$ cat src/rtl/qos_ctrl_fsm_pkg.sv
// Shared definitions for the QoS control FSM and its threshold register bank.
package qos_pkg;

    // Default number of monitored FIFOs (VC0, VC1, MF, D0, D1)
    localparam int unsigned NFIFO_DEF = 5;

    // Threshold field widths
    localparam int unsigned MF_W = 4;
    localparam int unsigned VC_W = 16;
    localparam int unsigned D_W  = 4;

    // Packed configuration bus widths
    localparam int unsigned VCS_W = 2 * VC_W;
    localparam int unsigned DS_W  = 2 * D_W;

    // Controller states
    typedef enum logic [2:0] {
        ST_RESET  = 3'd0,
        ST_INIT   = 3'd1,
        ST_IDLE   = 3'd2,
        ST_ACTIVE = 3'd3,
        ST_ERROR  = 3'd4
    } qos_state_t;

endpackage

$ cat src/rtl/qos_umbral_regs.sv
// Threshold register bank: captures the configuration thresholds while load is
// high and holds them otherwise.
module qos_umbral_regs
    import qos_pkg::*;
(
    input  logic            clk,
    input  logic            reset,
    input  logic            load,
    input  logic [MF_W-1:0] mf_in,
    input  logic [VCS_W-1:0] vc_in,
    input  logic [DS_W-1:0] d_in,
    output logic [MF_W-1:0] mf,
    output logic [VC_W-1:0] v0,
    output logic [VC_W-1:0] v1,
    output logic [D_W-1:0]  d0,
    output logic [D_W-1:0]  d1
);

    // Load every edge while enabled; cleared asynchronously on reset
    always_ff @(posedge clk or posedge reset) begin
        if (reset) begin
            mf <= '0;
            v0 <= '0;
            v1 <= '0;
            d0 <= '0;
            d1 <= '0;
        end else if (load) begin
            mf <= mf_in;
            v0 <= vc_in[VC_W-1:0];
            v1 <= vc_in[VCS_W-1:VC_W];
            d0 <= d_in[D_W-1:0];
            d1 <= d_in[DS_W-1:D_W];
        end
    end

endmodule

$ cat src/rtl/qos_ctrl_fsm.sv
// Main QoS control state machine: sequences reset/init/idle/active/error,
// latches thresholds during INIT and keeps a sticky record of FIFO errors.
module qos_ctrl_fsm
    import qos_pkg::*;
#(
    parameter int unsigned NFIFO = NFIFO_DEF
) (
    input  logic             clk,
    input  logic             reset,
    input  logic             init,
    input  logic [MF_W-1:0]  UmbralesMFs,
    input  logic [VCS_W-1:0] UmbralesVCs,
    input  logic [DS_W-1:0]  UmbralesDs,
    input  logic [NFIFO-1:0] FIFO_EMPTIES,
    input  logic [NFIFO-1:0] FIFO_ERRORS,
    output logic             error_out,
    output logic             active_out,
    output logic             idle_out,
    output logic [MF_W-1:0]  UmbralMF,
    output logic [VC_W-1:0]  UmbralV0,
    output logic [VC_W-1:0]  UmbralV1,
    output logic [D_W-1:0]   UmbralD0,
    output logic [D_W-1:0]   UmbralD1,
    output logic [NFIFO-1:0] error_full
);

    qos_state_t state;
    logic       load;

    // Thresholds are only writable while sitting in INIT
    always_comb begin
        load = (state == ST_INIT);
    end

    qos_umbral_regs u_umbral_regs (
        .clk   (clk),
        .reset (reset),
        .load  (load),
        .mf_in (UmbralesMFs),
        .vc_in (UmbralesVCs),
        .d_in  (UmbralesDs),
        .mf    (UmbralMF),
        .v0    (UmbralV0),
        .v1    (UmbralV1),
        .d0    (UmbralD0),
        .d1    (UmbralD1)
    );

    // State transitions with registered state flags and the sticky error latch;
    // flags are set alongside the next state so they never depend on inputs
    always_ff @(posedge clk or posedge reset) begin
        if (reset) begin
            state      <= ST_RESET;
            error_out  <= 1'b0;
            active_out <= 1'b0;
            idle_out   <= 1'b0;
            error_full <= '0;
        end else begin
            case (state)
                ST_RESET: begin
                    state      <= ST_INIT;
                    error_out  <= 1'b0;
                    active_out <= 1'b0;
                    idle_out   <= 1'b0;
                end
                ST_INIT: begin
                    if (init) begin
                        state      <= ST_INIT;
                        error_out  <= 1'b0;
                        active_out <= 1'b0;
                        idle_out   <= 1'b0;
                    end else begin
                        state      <= ST_IDLE;
                        error_out  <= 1'b0;
                        active_out <= 1'b0;
                        idle_out   <= 1'b1;
                    end
                end
                ST_IDLE, ST_ACTIVE: begin
                    error_full <= error_full | FIFO_ERRORS;
                    if (|FIFO_ERRORS) begin
                        state      <= ST_ERROR;
                        error_out  <= 1'b1;
                        active_out <= 1'b0;
                        idle_out   <= 1'b0;
                    end else if (init) begin
                        state      <= ST_INIT;
                        error_out  <= 1'b0;
                        active_out <= 1'b0;
                        idle_out   <= 1'b0;
                    end else if (&FIFO_EMPTIES) begin
                        state      <= ST_IDLE;
                        error_out  <= 1'b0;
                        active_out <= 1'b0;
                        idle_out   <= 1'b1;
                    end else begin
                        state      <= ST_ACTIVE;
                        error_out  <= 1'b0;
                        active_out <= 1'b1;
                        idle_out   <= 1'b0;
                    end
                end
                ST_ERROR: begin
                    state      <= ST_ERROR;
                    error_out  <= 1'b1;
                    active_out <= 1'b0;
                    idle_out   <= 1'b0;
                end
                default: begin
                    state      <= ST_RESET;
                    error_out  <= 1'b0;
                    active_out <= 1'b0;
                    idle_out   <= 1'b0;
                end
            endcase
        end
    end

endmodule

$ cat config.mk
export PLATFORM = sky130hd
export DESIGN_NAME = qos_ctrl_fsm
export DESIGN_NICKNAME = d
export VERILOG_FILES = /design/src/rtl/qos_ctrl_fsm_pkg.sv /design/src/rtl/qos_umbral_regs.sv /design/src/rtl/qos_ctrl_fsm.sv
export SDC_FILE = /design/constraint.sdc
export NUM_CORES = 1
export LEC_CHECK = 0
export ABC_AREA = 1
export BUFFER_PORTS_ARGS = -buffer_cell sky130_fd_sc_hd__buf_2
export CORE_ASPECT_RATIO = 0.5
export CORE_MARGIN = 2
export CORE_UTILIZATION = 45
export DETAILED_ROUTE_END_ITERATION = 12
export PLACE_DENSITY = 0.79
export SLEW_MARGIN = 15
export SYNTH_ARGS = -nofsm -noshare
export SYNTH_HDL_FRONTEND = slang
export SYNTH_SLANG_ARGS = --single-unit
$ cat constraint.sdc
create_clock -name clk -period 2.15 [get_ports clk]
set_clock_uncertainty 0.2 [all_clocks]
set_input_delay 0.43 -clock clk [delete_from_list [all_inputs] [get_ports clk]]
set_output_delay 0.43 -clock clk [all_outputs]
set_load 0.005 [all_outputs]
==> flow_summary.toml, run 1 <==
[run_status]
status = "complete, no violations"

[final_layout]
final.fill_count = 401
layout.cells.non_filler = 401
final_nets = 400
ff_latch_area_um2 = 1380
antenna_cells = 0
multi_input_area_um2 = 661
drive_gt1_share_pct = 36.3
area_growth_pct = 32.2

[min_path]
min_path_type = "in2reg"
hp-start = "UmbralesMFs[2]"
worstHoldEndpoint = "u_umbral_regs.mf[2]"
min_path_cells = 3

[power_and_ir_drop]
vdd_drop_max_v = 0.000478
p_per_area_nw_per_um2 = 1410
p_leak_nw = 1.66
totalPowerFinal_mw = 3.96

[sta]
setup_violations = 0
tightestPinTransition_ns = 0.419
hold_ws_ns = 0.117
layout_min_cycle_time_ns = 1.67
post-route-period-util_pct = 77.9
fmax_mhz = 597
final.setup.tns_ns = 0
hold_violations = 0
rsz0062_at_grt = "false"
drv_slew = 0
slew_headroom_pct = 72.0
final.setup.worst_slack_ns = 0.476

[placed_design]
hpwl_um = 3570
dp_slack_ns = 0.493
gp_congestion = 0.824
portBuffers = 108
dp.cells = 392

[floorplanning]
io_pins = 109
rows = 17
start_util_pct = 47.6
fp.dieW_um = 101
dieHeight_um = 52.6
core_area_um2 = 4470
dieArea_um2 = 5330

[clock_tree]
cts_setup_buffers = 0
cts.sinks = 55
cts_resized = 0
cts_tree = "yes"
clkTransAtPathRegs_ns = 0.09
numCtsBuffers = 5
clock-root-buffer = "clkbuf_8"
max-clock-path-buffers = 2
hold_buffers = 1
clock_latency_ns = 0.30
htreeDepth = 2

[grt]
grtUsageTotal_pct = 19.0
grt-ovfl-total = 0
grt_max_degree = 56
antenna_found_initial = 0
grt_pass1_vias = 1768
grt_pass1_wl_um = 7810

[setup_path]
arrival_ns = 1.72
required_ns = 2.19
r2r_cells = 5
crit_top_cell = "nand2_1"
crit_slowest_cell = "dfrtp_1"
critPathKind = "reg2reg"
crit_path_cell_trace = "nor2_4, nand2_4, inv_4, nand2_1, nand2_1"
start_kind = "register"
r2r-start = "state[1]"
end_kind = "register"
reg2reg_slack_ns = 0.48
worst-path-max-fanout = 45
rr_endpoint = "idle_out"
critPathMaxStageDelay_ns = 0.48

[routing]
drc = 0
via_count = 1849
avgViaCountPerCell = 4.61
first_pass_iters = 4
antenna_left = 0
wire_per_inst_um = 12.2
routed_wl_um = 4900
drt_iter0_drc = 34

[synthesis]
synth-async-reset-ratio_pct = 100
synth_top_flop_cell = "dfrtp_1"
synth_seq_area_share_pct = 64.7
ys_top_cells_by_area = "dfrtp_1 65%, nand2_1 26%, buf_6 2.1%"
syn_avg_cell_area_um2 = 9.13
syn_area_um2 = 2130
ys_seq_elements = 55
synthCells = 233
synth_edf_count = 0
synth_top_area_share_pct = 64.7
yosysWarningCount = 0
syn_nets = 290
synth_commonest_cells = "145 x nand2_1, 55 x dfrtp_1, 7 x nor2_1"
synth.largest_area_cell = "dfrtp_1"
synth_most_common_cell = "nand2_1"
synth_cell_types = 14

[job]
maxCapViolCount = 0
[stage by stage]
stage                     util [%]  area, um^2
final                         62.9        2810
after global routing          62.9        2810
after CTS                     62.9        2810
after detailed placement      60.5        2700
after global placement        60.5        2700
after floorplan                  -        2130
[layer usage]
metal | vias to the layer above | share of wire [%] | global-route usage [%]
met3 | 5 | 4.3 | 4.40
met5 | - | 0 | 0
met2 | 36 | 51 | 34.1
met1 | 881 | 43 | 23.2
met4 | 0 | 0.90 | 6.08
li1 | 927 | - | -
[cell type report]
class,instances,share of cell area (%)
clock buffers,8,3.56
inverters,6,0.890
multi-input cells,164,23.5
flip-flops and latches,55,49.0
well taps,57,2.54
repair buffers,111,20.6
[report_power, final]
part | leakage [nW] | internal, mW | switching [mW] | total, mW
Clock | 0.0515 | 0.295 | 0.316 | 0.610
Sequential | 0.664 | 1.52 | 0.262 | 1.78
Combinational | 0.941 | 0.658 | 0.912 | 1.57
Total | 1.66 | 2.47 | 1.49 | 3.96
[critical path, delay by kind of cell, from the launching register on]
kind / cells / cell delay [ns]
flip-flops: 1 / 0.48
buffers and inverters: 1 / 0.37
AND/OR/NAND/NOR: 4 / 0.55
[logic make-up (layout without fill, tap and decap cells)]
logic type / Yosys count / count (layout) / synth area share, %
and+or+nand+nor: 157 / 157 / 28.6
DFF: 55 / 55 / 64.7
buffers and inverters: 14 / 125 / 4.24
AOI/OAI and AO/OA: 7 / 7 / 2.47
[flip-flops by register name, indices dropped and copies added, names as in the netlist]
signal / cells
u_umbral_regs.v1: 16
error_out: 1
error_full: 5
u_umbral_regs.d1: 4
u_umbral_regs.d0: 4
state: 3
active_out: 1
u_umbral_regs.v0: 16
u_umbral_regs.mf: 4
idle_out: 1
[placed cells by master, fill, tap and decap left out, drive strengths merged]
cell type,n
dfrtp,55
o21bai,1
nor2,8
nand3,2
buf,110
nand2,146
a31o,4
clkbuf,8
inv,6
o21ai,2
dlygate4sd3,1
nor3,1
[worst max-delay path by stage]
stage | slack (ns) | start | to | depth (start not counted)
floorplan | 0.18 | reset | active_out | 1
global placement | 0.56 | state[1] | idle_out | 5
detailed placement | 0.49 | state[1] | idle_out | 5
CTS | 0.48 | state[1] | idle_out | 5
global route | 0.33 | state[1] | idle_out | 5
finish | 0.48 | state[1] | idle_out | 5
Note: power is estimated with default switching activity, not from simulation.
==> run 2, diff against run 1 <==
- clock period: 2.15 -> 1.7 ns (I/O delays scaled with it)
==> run 2 against run 1 <==
  * Via count is 2.1% higher
  * Critical path depth did not move
  * Utilization grew 0.31 points
  * Non-clock buffer count up 1
  * Largest cell class unchanged
  * Sequential share of layout area fell by 0.24 points
  * Worst setup slack got worse by 0.30 ns
  * Total power is 29% higher
  * Clock power grew 36%
  * Worst hold slack got worse by 0.093 ns
==> flow_summary.toml, run 2 (same netlist as run 1, synthesis figures left out) <==
[final_layout]
reg_top3 = "u_umbral_regs.v0 x16, u_umbral_regs.v1 x16, error_full x5"
final_nets = 401
final_common_cell = "nand2_1"
final.fill_count = 390
area_growth_pct = 32.8
final_util_pct = 63.2
layout_common_cells = "145 x nand2_1, 108 x buf_2, 55 x dfrtp_1, 7 x nor2_1, 5 x clkbuf_8"
antenna_cells = 0
drive_gt1_share_pct = 36.3

[job]
maxCapViolCount = 0

[routing]
avgViaCountPerCell = 4.71
first_pass_iters = 4
drc = 0
wire_per_inst_um = 12.2
via_count = 1888
antenna_left = 0
drt_iter0_drc = 80
routed_wl_um = 4890

[sta]
rsz0062_at_grt = "false"
final.setup.worst_slack_ns = 0.174
slew_headroom_pct = 72.1
setup_violations = 0
fmax_mhz = 655
drv_slew = 0
layout_min_cycle_time_ns = 1.53
post-route-period-util_pct = 89.8
hold_violations = 0
tightestPinTransition_ns = 0.418
final.setup.tns_ns = 0

[floorplanning]
fp.dieW_um = 101
io_pins = 109
rows = 17
dieArea_um2 = 5330
start_util_pct = 47.6
dieHeight_um = 52.6
core_area_um2 = 4470

[clock_tree]
clock-root-buffer = "clkbuf_8"
numCtsBuffers = 5
cts_tree = "yes"
clkTransAtPathRegs_ns = 0.09
cts_resized = 0
cts_setup_buffers = 0
max-clock-path-buffers = 2
clock_latency_ns = 0.31
hold_buffers = 1
cts.sinks = 55
htreeDepth = 2

[setup_path]
end_kind = "register"
arrival_ns = 1.57
reg2reg_slack_ns = 0.17
required_ns = 1.74
critPathKind = "reg2reg"
start_kind = "register"
worst-path-max-fanout = 45

[placed_design]
hpwl_um = 3530
gp_congestion = 0.782
portBuffers = 108
dp_slack_ns = 0.194

[grt]
grtUsageTotal_pct = 18.9
grt_pass1_vias = 1833
grt_max_degree = 56
grt-ovfl-total = 0
antenna_found_initial = 0
grt_pass1_wl_um = 7710

[run_status]
status = "complete, no violations"

[min_path]
min_path_type = "in2reg"

[power_and_ir_drop]
vdd_drop_max_v = 0.000605
p_leak_nw = 1.66
p_per_area_nw_per_um2 = 1810
run 2: power by group:
part	switching, mW	total [mW]	internal [mW]
sequential	0.347	2.27	1.92
clock	0.395	0.827	0.432
combinational	1.17	2.02	0.851
total	1.91	5.12	3.20
run 2: final cells by class:
class	instances	area (um^2)	share of cell area [%]
inverters	6	28.8	1.02
multi-input cells	164	661	23.4
well taps	57	71.3	2.52
flip-flops and latches	55	1380	48.7
clock inverters	1	30.0	1.06
repair buffers	112	586	20.7
clock buffers	6	72.6	2.57
run 2: final timing paths:
path	to	startpoint	cells after the start
worst max-delay path	idle_out	state[1]	5
worst min-delay path	u_umbral_regs.d0[0]	UmbralesDs[0]	3
worst max register to register	idle_out	state[1]	5
worst min register to register	error_full[1]	error_full[1]	1
max in group asynchronous	u_umbral_regs.v0[13]	reset	4
min in group asynchronous	u_umbral_regs.v1[1]	reset	4
run 2: critical path, stage by stage, from the launching register on:
cell     delay, ns
dfrtp_1       0.49
nor2_4        0.17
nand2_4       0.07
inv_4         0.32
nand2_1       0.12
nand2_1       0.08
run 2: per-layer routing:
metal	track usage [%]	part of all wire, %
met3	4.40	4.2
met5	0	0
met2	35.7	53
met4	6.76	1.2
met1	21.2	41
run 2: through the flow:
stage | power, mW | cells | cell area [um^2] | hold slack [ns]
4_1_cts | 5.17 | 401 | 2830 | 0.0183
5_1_grt | 5.55 | 401 | 2830 | 0.0246
2_1_floorplan | 3.51 | 233 | 2130 | 0.214
3_5_place_dp | 4.33 | 393 | 2710 | 0.234
6_report | 5.12 | 401 | 2830 | 0.0235
3_3_place_gp | 4.22 | 393 | 2710 | 0.233
